### src/rtl/mem_bank_arbiter.sv
// mem_bank_arbiter: two-port round-robin arbiter and sequencer in front of one
// 64 x 20-bit word store (mem_bank_64).
//
// After reset the block zero-fills every word of the bank, one word per cycle.
// It then grants at most one request per cycle to port A (instruction side) or
// port B (data side). A granted op is registered into an issue stage, driven to
// the bank during the next cycle, and its result is returned with an rvalid pulse
// two cycles after the grant.
//
// Ports:
//   clk, rst_n           system clock; synchronous active-low reset
//   a_req/a_we/a_addr/a_wdata    port A request (held stable until granted)
//   a_gnt                port A request accepted this cycle (combinational)
//   a_rvalid/a_rdata/a_rerr      port A response (1-cycle pulse, data held)
//   b_*                  same set of signals for port B
//   init_busy            high while the zero-fill sweep runs
//   err_sticky           set by any bank err on a RUN access, cleared by reset
//   mem_WE/mem_in/mem_addr       bank controls
//   mem_out/mem_err      bank read data and error flag (combinational on addr)
module mem_bank_arbiter #(
    parameter int unsigned DATA_W    = 20,
    parameter int unsigned ADDR_W    = 6,
    parameter int unsigned NUM_WORDS = 64
) (
    input  logic              clk,
    input  logic              rst_n,

    input  logic              a_req,
    input  logic              a_we,
    input  logic [ADDR_W-1:0] a_addr,
    input  logic [DATA_W-1:0] a_wdata,
    output logic              a_gnt,
    output logic              a_rvalid,
    output logic [DATA_W-1:0] a_rdata,
    output logic              a_rerr,

    input  logic              b_req,
    input  logic              b_we,
    input  logic [ADDR_W-1:0] b_addr,
    input  logic [DATA_W-1:0] b_wdata,
    output logic              b_gnt,
    output logic              b_rvalid,
    output logic [DATA_W-1:0] b_rdata,
    output logic              b_rerr,

    output logic              init_busy,
    output logic              err_sticky,

    output logic              mem_WE,
    output logic [DATA_W-1:0] mem_in,
    output logic [ADDR_W-1:0] mem_addr,
    input  logic [DATA_W-1:0] mem_out,
    input  logic              mem_err
);

    typedef enum logic {
        StInit,
        StRun
    } state_e;

    localparam logic [ADDR_W-1:0] LastAddr = ADDR_W'(NUM_WORDS - 1);

    state_e            state_q, state_d;
    logic [ADDR_W-1:0] cnt_q, cnt_d;
    // rr_q = 0 prefers port A on a tie, 1 prefers port B.
    logic              rr_q, rr_d;

    // Issue stage: the op granted in the previous cycle.
    logic              iss_valid_q, iss_valid_d;
    logic              iss_we_q, iss_we_d;
    logic              iss_port_q, iss_port_d;  // 0 = A, 1 = B
    logic [ADDR_W-1:0] iss_addr_q, iss_addr_d;
    logic [DATA_W-1:0] iss_wdata_q, iss_wdata_d;

    logic              a_rvalid_q, b_rvalid_q;
    logic [DATA_W-1:0] a_rdata_q, b_rdata_q;
    logic              a_rerr_q, b_rerr_q;
    logic              err_sticky_q;

    always_comb begin
        state_d     = state_q;
        cnt_d       = cnt_q;
        rr_d        = rr_q;
        iss_valid_d = 1'b0;
        iss_we_d    = iss_we_q;
        iss_port_d  = iss_port_q;
        iss_addr_d  = iss_addr_q;
        iss_wdata_d = iss_wdata_q;
        a_gnt       = 1'b0;
        b_gnt       = 1'b0;

        unique case (state_q)
            StInit: begin
                cnt_d       = cnt_q + ADDR_W'(1);
                // Track the sweep address so the bank address holds its last
                // value once the sweep hands over to normal operation.
                iss_we_d    = 1'b0;
                iss_addr_d  = cnt_q;
                iss_wdata_d = '0;
                if (cnt_q == LastAddr) begin
                    state_d = StRun;
                    cnt_d   = '0;
                end
            end
            StRun: begin
                a_gnt = a_req && (!b_req || !rr_q);
                b_gnt = b_req && (!a_req || rr_q);
                if (a_gnt) begin
                    iss_valid_d = 1'b1;
                    iss_we_d    = a_we;
                    iss_port_d  = 1'b0;
                    iss_addr_d  = a_addr;
                    iss_wdata_d = a_wdata;
                    rr_d        = 1'b1;
                end else if (b_gnt) begin
                    iss_valid_d = 1'b1;
                    iss_we_d    = b_we;
                    iss_port_d  = 1'b1;
                    iss_addr_d  = b_addr;
                    iss_wdata_d = b_wdata;
                    rr_d        = 1'b0;
                end
            end
            default: begin
                state_d = StInit;
                cnt_d   = '0;
            end
        endcase
    end

    always_ff @(posedge clk) begin
        if (!rst_n) begin
            state_q      <= StInit;
            cnt_q        <= '0;
            rr_q         <= 1'b0;
            iss_valid_q  <= 1'b0;
            iss_we_q     <= 1'b0;
            iss_port_q   <= 1'b0;
            iss_addr_q   <= '0;
            iss_wdata_q  <= '0;
            a_rvalid_q   <= 1'b0;
            b_rvalid_q   <= 1'b0;
            a_rdata_q    <= '0;
            b_rdata_q    <= '0;
            a_rerr_q     <= 1'b0;
            b_rerr_q     <= 1'b0;
            err_sticky_q <= 1'b0;
        end else begin
            state_q     <= state_d;
            cnt_q       <= cnt_d;
            rr_q        <= rr_d;
            iss_valid_q <= iss_valid_d;
            iss_we_q    <= iss_we_d;
            iss_port_q  <= iss_port_d;
            iss_addr_q  <= iss_addr_d;
            iss_wdata_q <= iss_wdata_d;

            // Bank output is valid while the issued op drives the address.
            a_rvalid_q <= iss_valid_q && !iss_port_q;
            b_rvalid_q <= iss_valid_q && iss_port_q;
            if (iss_valid_q && !iss_port_q) begin
                a_rdata_q <= mem_out;
                a_rerr_q  <= mem_err;
            end
            if (iss_valid_q && iss_port_q) begin
                b_rdata_q <= mem_out;
                b_rerr_q  <= mem_err;
            end
            // iss_valid_q is never set during the sweep, so INIT errors are ignored.
            err_sticky_q <= err_sticky_q || (iss_valid_q && mem_err);
        end
    end

    assign init_busy  = (state_q == StInit);
    // Gate the sweep write with rst_n so the bank is never written while reset is held.
    assign mem_WE     = init_busy ? rst_n : (iss_valid_q && iss_we_q);
    assign mem_addr   = init_busy ? cnt_q : iss_addr_q;
    assign mem_in     = init_busy ? '0 : iss_wdata_q;

    assign a_rvalid   = a_rvalid_q;
    assign a_rdata    = a_rdata_q;
    assign a_rerr     = a_rerr_q;
    assign b_rvalid   = b_rvalid_q;
    assign b_rdata    = b_rdata_q;
    assign b_rerr     = b_rerr_q;
    assign err_sticky = err_sticky_q;

endmodule
### config.mk
export PLATFORM = sky130hd
export DESIGN_NAME = mem_bank_arbiter
export DESIGN_NICKNAME = d
export VERILOG_FILES = /design/src/rtl/mem_bank_arbiter.sv
export SDC_FILE = /design/constraint.sdc
export NUM_CORES = 1
export LEC_CHECK = 0
export BUFFER_PORTS_ARGS = -buffer_cell sky130_fd_sc_hd__buf_2
export CORE_ASPECT_RATIO = 0.75
export CORE_MARGIN = 8
export CORE_UTILIZATION = 46
export DETAILED_ROUTE_END_ITERATION = 7
export MAX_ROUTING_LAYER = met4
export PLACE_DENSITY = 0.79
export SKIP_CTS_REPAIR_TIMING = 1
export SLEW_MARGIN = 5
export SYNTH_ARGS = -nofsm -noshare
export SYNTH_HDL_FRONTEND = slang
export SYNTH_SLANG_ARGS = --single-unit
### constraint.sdc
create_clock -name clk -period 1.35 [get_ports clk]
set_input_delay 0 -clock clk [delete_from_list [all_inputs] [get_ports clk]]
set_output_delay 0 -clock clk [all_outputs]
set_load 0.01 [all_outputs]
==> results.cfg, run 1 <==
[yosys]
syn_area_um2 = 3312
syn-mean-instance-area_um2 = 8.385
syn_inst = 395
ys_types = 34
yosysWarnings = 0
synth-seq-cells = 82
yosysSeqAreaShare_pct = 49.57
synth_nets = 475

[drt]
wirelength_um = 12690
remaining_drc_errors = 0
drt-initial-drc-count = 197
wl_per_cell_um = 17.33
firstDrtPassIters = 6
vias_per_cell = 5.141
drtAntennaViolNets = 0
vias = 3763

[global_route]
grt_max_degree = 60
grt_pass1_wl_um = 14570
groute.usage.overall_pct = 18.18
grt_remaining_overflow = 0
grt_pass1_vias = 3093
antenna_found_initial = 1

[pwr]
cellPowerDensity_nw_per_um2 = 925.6
power_uw = 5019
ir_worst_vdd_uv = 486.7
leakage_uw = 0.002576

[final_layout]
final_core_util_pct = 78.63
area_growth_pct = 63.73
finish.net_count = 707
final_cell_mix = buf_2, nand2_1, dfxtp_1
final_layout_size_suffix_gt1_share_pct = 33.86
design_area_um2 = 5423
num-fill-cells = 480
layout_commonest_cell = buf_2

[job]
max-cap-violations = 0

[placement]
hpwlAfterDp_um = 7001
placed_cell_area_um2 = 4243
io_buffer_count = 153
place_congestion = 0.7450

[floorplanning]
dieWidth_um = 114.0
start_util_pct = 48.02
die-area_um2 = 10200
core_area_um2 = 6897
die_h_um = 89.49
rows = 26
io_pins = 154

[timing]
hold_viol = 3
period_share_pct = 103.0
hold_slack_ns = -0.03407
min_period_ns = 1.391
final.setup.worst_slack_ns = -0.04076
timing.fmax_ghz = 0.7190
grt_setup_unrepaired = yes
max_slew_margin_pct = 49.25
setup_viol = 3
drv_slew = 0
worstMarginPinSlew_ns = 0.7612
timing.setup.tns_ns = -0.07207
skew_ns = 0.01054

[clock_tree]
cts.sink_count = 82
h-tree-depth = 3
cts_tree = done
numCtsBuffers = 9
root_buffer = clkbuf_8
clkTransAtPathRegs_ns = 0.09
cts.path.max_buffers = 2
insertion_delay_ns = 0.35

[setup_path]
cp.required_ns = 1.56
crit_chain = a21boi_4 > buf_12 > buf_6 > mux2i_1 > o22ai_1
max_stage_delay_ns = 0.37
path_delay_family = flip-flops
crit_path_top_delay_cell = dfxtp_4
critical_path_class = flip-flop to flip-flop
critPathLaunchType = flip-flop
path_buf_inv = 2
endpoint_kind = flip-flop
arrival_ns = 1.60
path_max_fanout = 8

[outcome]
violations = negative hold slack, negative setup slack
run_status = finished, violations left

[hold_path]
min_path_type = primary input to flip-flop
==> kinds of logic after synthesis <==
group | synth area share, %
AND/OR/NAND/NOR | 16.58
AO/OA/AOI/OAI | 15.72
adder cells (fa/ha/maj) | 0.3777
buffers and inverters | 6.724
multiplexers | 10.50
XOR/XNOR | 0.5290
flip-flops | 49.57
==> routing by layer <==
metal,vias to the layer above,share of wire [%],routed length [um],global-route usage [%]
li1,1790,-,-,-
met2,187,53,6663,30.73
met5,-,0,0,-
met1,1751,38,4792,20.55
met4,0,2.6,329,5.776
met3,35,7.1,903,5.331
==> layout make-up <==
cell class	instances	area, um2	area share [%]
Antenna cell	2	5.005	0.09229
Clock inverter	7	101.3	1.869
Timing Repair Buffer	248	1814	33.46
Tap cell	98	122.6	2.261
Inverter	24	90.09	1.661
Multi-Input combinational cell	262	1516	27.96
Sequential cell	82	1649	30.41
Clock buffer	9	123.9	2.284
==> power breakdown <==
part           internal, uW  switching, uW
Sequential             2430           21.5
Clock                  1060            941
Combinational           348            218
Total                  3840           1180
==> sequential cells by signal, summed over array words and instances (netlist names), 6 cells and up <==
register / cells
iss_wdata_q: 20
a_rdata: 20
cnt_q: 6
b_rdata: 20
iss_addr_q: 6
==> cells in the mapped netlist, drive strengths merged <==
cell,n,share of area (%)
and2,2,0.38
inv,24,2.7
nand3b,1,0.23
a31oi,2,0.38
nand2b,1,0.19
xor2,1,0.26
nor2,8,0.91
dfxtp,82,50
a21oi,46,7.0
nand3,5,0.76
o21a,2,0.45
mux2,6,2.0
ha,1,0.38
o22ai,27,5.1
a21boi,2,0.57
nand4b,1,0.26
buf,11,2.2
or3,3,0.57
a22oi,6,1.4
xnor2,1,0.26
nor2b,2,0.38
nor3b,1,0.23
mux2i,28,8.5
nand2,112,13
o211ai,2,0.60
clkbuf,16,1.8
o21ai,2,0.30
==> through the flow <==
| stage | worst slack [ns] | instances |
|---|---|---|
| after floorplan | 0.1612 | 395 |
| after global placement | 0.1383 | 633 |
| after detailed placement | 0.09785 | 633 |
| after CTS | -0.2895 | 649 |
| after global routing | -0.08927 | 731 |
| final | -0.04076 | 732 |
==> tightest hold or removal path: stages <==
cell and delay [ns]:
buf_2 0.07, mux2i_1 0.06, o22ai_1 0.13
==> final timing paths <==
kind | startpoint | cells after the start | to | slack, ns
worst min register to register | a_rdata[9]$_SDFFE_PN0P_ | 2 | a_rdata[9]$_SDFFE_PN0P_ | 0.46
worst max register to register | rr_q$_SDFFE_PN0P_ | 5 | iss_wdata_q[14]$_SDFFE_PN0P_ | -0.04
worst min-delay path | a_wdata[5] | 3 | iss_wdata_q[5]$_SDFFE_PN0P_ | -0.03
worst max-delay path | rr_q$_SDFFE_PN0P_ | 5 | iss_wdata_q[14]$_SDFFE_PN0P_ | -0.04
Power figures use the tool's default switching activity.
==> run 2, diff against run 1 <==
--- a/config.mk
+++ b/config.mk
@@ -11,7 +11,7 @@
 export CORE_UTILIZATION = 46
 export DETAILED_ROUTE_END_ITERATION = 7
 export MAX_ROUTING_LAYER = met4
-export PLACE_DENSITY = 0.79
+export PLACE_DENSITY_LB_ADDON = 0.1
 export SKIP_CTS_REPAIR_TIMING = 1
 export SLEW_MARGIN = 5
 export SYNTH_ARGS = -nofsm -noshare
==> run 2 against run 1 <==
Net effect:
- the run still ends with negative hold slack, negative setup slack left
- highest routed layer unchanged
- clock power decreased by 6%
- sequential power about the same
- wire length decreased by 9.6%
- critical path type is now flip-flop to output port
==> results.cfg, run 2 (synthesis gave the netlist of run 1 again) <==
[timing]
drv_slew = 0
skew_ns = 0.01200
min_period_ns = 1.353
max_slew_margin_pct = 69.52
worstMarginPinSlew_ns = 0.4558
grt_setup_unrepaired = yes
setup_viol = 2
hold_viol = 2
timing.fmax_ghz = 0.7393
period_share_pct = 100.2
hold_slack_ns = -0.008090
final.setup.worst_slack_ns = -0.002665

[global_route]
antenna_found_initial = 0
grt_max_degree = 60
grt_busiest_layer = met2
grt_remaining_overflow = 0
grt_pass1_wl_um = 15080
grt_pass1_vias = 3140
met1_usage_pct = 21.64
gr-usage-met2_pct = 30.94
met3_usage_pct = 7.692
groute.usage.overall_pct = 18.97

[final_layout]
final_cell_mix = buf_2, nand2_1, dfxtp_1
final_layout_size_suffix_gt1_share_pct = 32.65
layout_commonest_cell = buf_2
area_growth_pct = 64.15
final_cell_count_no_fill = 735
diodes = 0
finish.net_count = 713

[setup_path]
max_stage_delay_ns = 0.41
critical_path_class = flip-flop to output port
endpoint_kind = output port
crit_path_top_delay_cell = dfxtp_4
arrival_ns = 1.35
crit_top_cell = buf_6
crit_chain = buf_6 > mux2_2 > buf_6
path_max_fanout = 6
critPathLaunchType = flip-flop
cp.required_ns = 1.35

[clock_tree]
numCtsBuffers = 9
h-tree-depth = 3
insertion_delay_ns = 0.35
cts.path.max_buffers = 2
clkTransAtPathRegs_ns = 0.09
root_buffer = clkbuf_8
cts.sink_count = 82
cts_tree = done

[drt]
vias = 3597
vias_per_cell = 4.894
wirelength_um = 11480
firstDrtPassIters = 5
drt-initial-drc-count = 146
wl_per_cell_um = 15.61
remaining_drc_errors = 0
drtAntennaViolNets = 0

[placement]
place_congestion = 0.7551
hpwlAfterDp_um = 6868
placed_cells = 633
io_buffer_count = 153

[outcome]
violations = negative hold slack, negative setup slack
run_status = finished, violations left

[floorplanning]
rows = 26
io_pins = 154
start_util_pct = 48.02
die-area_um2 = 10200
core_area_um2 = 6897
dieWidth_um = 114.0
die_h_um = 89.49

[hold_path]
min_path_type = primary input to flip-flop

[job]
max-cap-violations = 0

[pwr]
power_uw = 4899
ir_worst_vdd_uv = 582.2
cellPowerDensity_nw_per_um2 = 901.2
leakage_uw = 0.002595
-- run 2: final timing paths --
kind / slack, ns / cells after the start / from / end
worst min-delay path: -0.008 / 3 / b_addr[2] / iss_addr_q[2]$_SDFFE_PN0P_
worst max-delay path: -0.003 / 3 / state_q$_SDFF_PN0_ / mem_addr[3]
worst min register to register: 0.45 / 2 / a_rdata[15]$_SDFFE_PN0P_ / a_rdata[15]$_SDFFE_PN0P_
worst max register to register: -0.003 / 5 / state_q$_SDFF_PN0_ / cnt_q[5]$_SDFFE_PN0N_
-- run 2: cell type report --
cell class              count  area (um2)
clock buffers              10       127.6
flip-flops and latches     82        1647
inverters                  24       93.84
multi-input cells         262        1476
clock inverters             5       80.08
fillers                   478        1460
repair buffers            254        1889
well taps                  98       122.6
-- run 2: stage by stage --
stage	setup WS [ns]	TNS, ns	utilization, %	cell area, um2
6_report	-0.002665	-0.004194	78.83	5436
5_1_grt	-0.05246	-0.2345	78.83	5436
4_1_cts	-0.2991	-3.690	64.71	4463
3_5_place_dp	0.02148	0	61.70	4255
3_3_place_gp	0.06960	0	61.70	4255
2_1_floorplan	0.1612	0	-	3312
-- run 2: per-layer routing --
layer / wire [um] / vias to the layer above
met5: 0 / -
met4: 59 / 0
met3: 841 / 6
met2: 5934 / 116
met1: 4642 / 1676
li1: - / 1799
-- run 2: power by group --
part	switching (uW)	total, uW	internal, uW	leakage [uW]
logic	210	569	359	0.00183
registers	21.3	2450	2430	0.000663
clock network	848	1880	1030	0.0000984
total	1080	4900	3820	0.00260
-- run 2: critical path: cells and delay by family (launching register included) --
family                 cells  cell delay [ns]
flip-flops                 1             0.41
multiplexers               1             0.34
buffers and inverters      2             0.26
==> run 3, diff against run 2 <==
--- a/config.mk
+++ b/config.mk
@@ -6,9 +6,12 @@
 export NUM_CORES = 1
 export LEC_CHECK = 0
 export BUFFER_PORTS_ARGS = -buffer_cell sky130_fd_sc_hd__buf_2
+export CELL_PAD_IN_SITES_DETAIL_PLACEMENT = 1
+export CELL_PAD_IN_SITES_GLOBAL_PLACEMENT = 1
 export CORE_ASPECT_RATIO = 0.75
-export CORE_MARGIN = 8
-export CORE_UTILIZATION = 46
+export CORE_MARGIN = 4
+export CORE_UTILIZATION = 33
+export CTS_CLUSTER_DIAMETER = 120
 export DETAILED_ROUTE_END_ITERATION = 7
 export MAX_ROUTING_LAYER = met4
 export PLACE_DENSITY_LB_ADDON = 0.1
==> run 3 against run 2 <==
Net effect:
- the flow still finishes with violations (negative hold slack, negative setup slack)
- utilization fell by 23 points
- critical path depth rose by 1
- fmax fell by 0.80%
- register-to-register slack barely moved
- non-clock buffer count fell by 16
- die area rose by 15%
- critical path type is now flip-flop to flip-flop
- highest routed layer unchanged
==> results.cfg, run 3 (synthesis gave the netlist of run 1 again) <==
[outcome]
run_status = finished, violations left
violations = negative hold slack, negative setup slack

[clock_tree]
cts.path.max_buffers = 2
numCtsBuffers = 9
cts.sink_count = 82
clkTransAtPathRegs_ns = 0.06
h-tree-depth = 3
cts_tree = done
insertion_delay_ns = 0.33
root_buffer = clkbuf_16

[global_route]
grt_pass1_vias = 3361
grt_pass1_wl_um = 16190
grt_busiest_layer = met2
groute.usage.overall_pct = 17.96
grt_remaining_overflow = 0
antenna_found_initial = 0
met3_usage_pct = 5.150
gr-usage-met2_pct = 30.09
grt_max_degree = 36
met1_usage_pct = 21.04

[timing]
worstMarginPinSlew_ns = 0.3842
max_slew_margin_pct = 74.39
skew_ns = 0.006261
timing.fmax_ghz = 0.7333
min_period_ns = 1.364
drv_slew = 0
timing.setup.tns_ns = -0.01362
hold_slack_ns = -0.03788
setup_viol = 1
grt_setup_unrepaired = yes
hold_viol = 8
final.setup.worst_slack_ns = -0.01362
period_share_pct = 101.0

[drt]
vias_per_cell = 4.745
wl_per_cell_um = 15.15
remaining_drc_errors = 0
drtAntennaViolNets = 0
vias = 3573
firstDrtPassIters = 4
drt-initial-drc-count = 160
wirelength_um = 11410

[job]
max-cap-violations = 0

[pwr]
power_uw = 5823
p_int_uw = 4654
p_sw_uw = 1169
leakage_uw = 0.002586
p_sw_share_pct = 20.08
power.share.clock_pct = 49.0
p_seq_share_pct = 42.2
ir_worst_vdd_uv = 728.6
cellPowerDensity_nw_per_um2 = 1079
combPwrFrac_pct = 8.9

[setup_path]
crit_path_top_delay_cell = dfxtp_4
rrSetupSlack_ns = -0.01
path_buf_inv = 1
endpoint_kind = flip-flop
arrival_ns = 1.61
cp.required_ns = 1.59
max_stage_delay_ns = 0.37
critPathLaunchType = flip-flop
rr_endpoint = cnt_q[5]$_SDFFE_PN0N_
path_delay_family = simple AND/OR/NAND/NOR gates
r2r-start = state_q$_SDFF_PN0_
crit_chain = buf_4 > nand3b_1 > or3_1 > a31oi_1
rr_worst_depth = 4
crit_cells = 4
path_max_fanout = 6
critical_path_class = flip-flop to flip-flop

[floorplanning]
rows = 31
die-area_um2 = 11720
start_util_pct = 34.02
io_pins = 154
core_area_um2 = 9736
dieWidth_um = 123.7
die_h_um = 94.76

[final_layout]
layout_commonest_cell = buf_2
finish.net_count = 697
final_layout_size_suffix_gt1_share_pct = 33.98
area_growth_pct = 63.01
design_area_um2 = 5399
diodes = 0
final_cell_mix = buf_2, nand2_1, dfxtp_1

[hold_path]
holdCritStartpoint = b_wdata[7]
min_path_type = primary input to flip-flop
hold_end = iss_wdata_q[7]$_SDFFE_PN0P_
hold_path_depth = 3

[placement]
placed_cell_area_um2 = 4308
io_buffer_count = 153
place_congestion = 0.7830
hpwlAfterDp_um = 7242
## run 3: cell types whose count changed in the layout (fill, tap and decap cells not counted), sizes merged
| cell | before | now |
|---|---|---|
| buf | 179 | 181 |
| bufinv | 2 | 3 |
| clkbuf | 11 | 12 |
| clkinvlp | 3 | 0 |
| dlygate4sd3 | 74 | 56 |
| inv | 23 | 24 |
## run 3: metrics by stage
| step | setup slack, ns | instances | util (%) | hold slack (ns) |
|---|---|---|---|---|
| after global placement | 0.1270 | 668 | 44.25 | 0.2546 |
| final | -0.01362 | 753 | 55.46 | -0.03788 |
| after CTS | -0.2804 | 683 | 47.86 | -0.1007 |
| after floorplan | 0.1612 | 395 | - | 0.09321 |
| after global routing | -0.08204 | 753 | 55.46 | -0.004026 |
| after detailed placement | 0.08645 | 668 | 44.25 | 0.2593 |
## run 3: worst max-delay path by stage
stage                                         to               start
finish                     cnt_q[5]$_SDFFE_PN0N_  state_q$_SDFF_PN0_
global route               cnt_q[5]$_SDFFE_PN0N_  state_q$_SDFF_PN0_
CTS                                  mem_addr[0]  state_q$_SDFF_PN0_
detailed placement  iss_wdata_q[14]$_SDFFE_PN0P_   rr_q$_SDFFE_PN0P_
global placement                     mem_addr[1]  state_q$_SDFF_PN0_
floorplan             iss_addr_q[0]$_SDFFE_PN0P_  state_q$_SDFF_PN0_
## run 3: metal layers
metal | up-vias | wire (um)
met5 | - | 0
met4 | 0 | 123
met3 | 10 | 626
met2 | 94 | 5869
met1 | 1701 | 4788
li1 | 1768 | -
## run 3: cell type report
cell class,count,area (um2)
clock inverters,4,98.84
flip-flops and latches,82,1647
multi-input cells,262,1479
well taps,132,165.2
fillers,1193,4337
inverters,24,90.09
clock buffers,11,252.7
repair buffers,238,1667
## run 3: power by group through the flow
stage               combinational [uW]  sequential, uW  clock [uW]
finish                             516            2460        2850
global route                       564            2460        3030
CTS                                337            2460        2940
detailed placement                 335            2510           0
global placement                   327            2510           0
floorplan                          162            2500           0
## run 3: worst register-to-register path, cell delays in order (launching register included)
cell	delay, ns
dfxtp_4	0.37
buf_4	0.16
nand3b_1	0.17
or3_1	0.35
a31oi_1	0.22
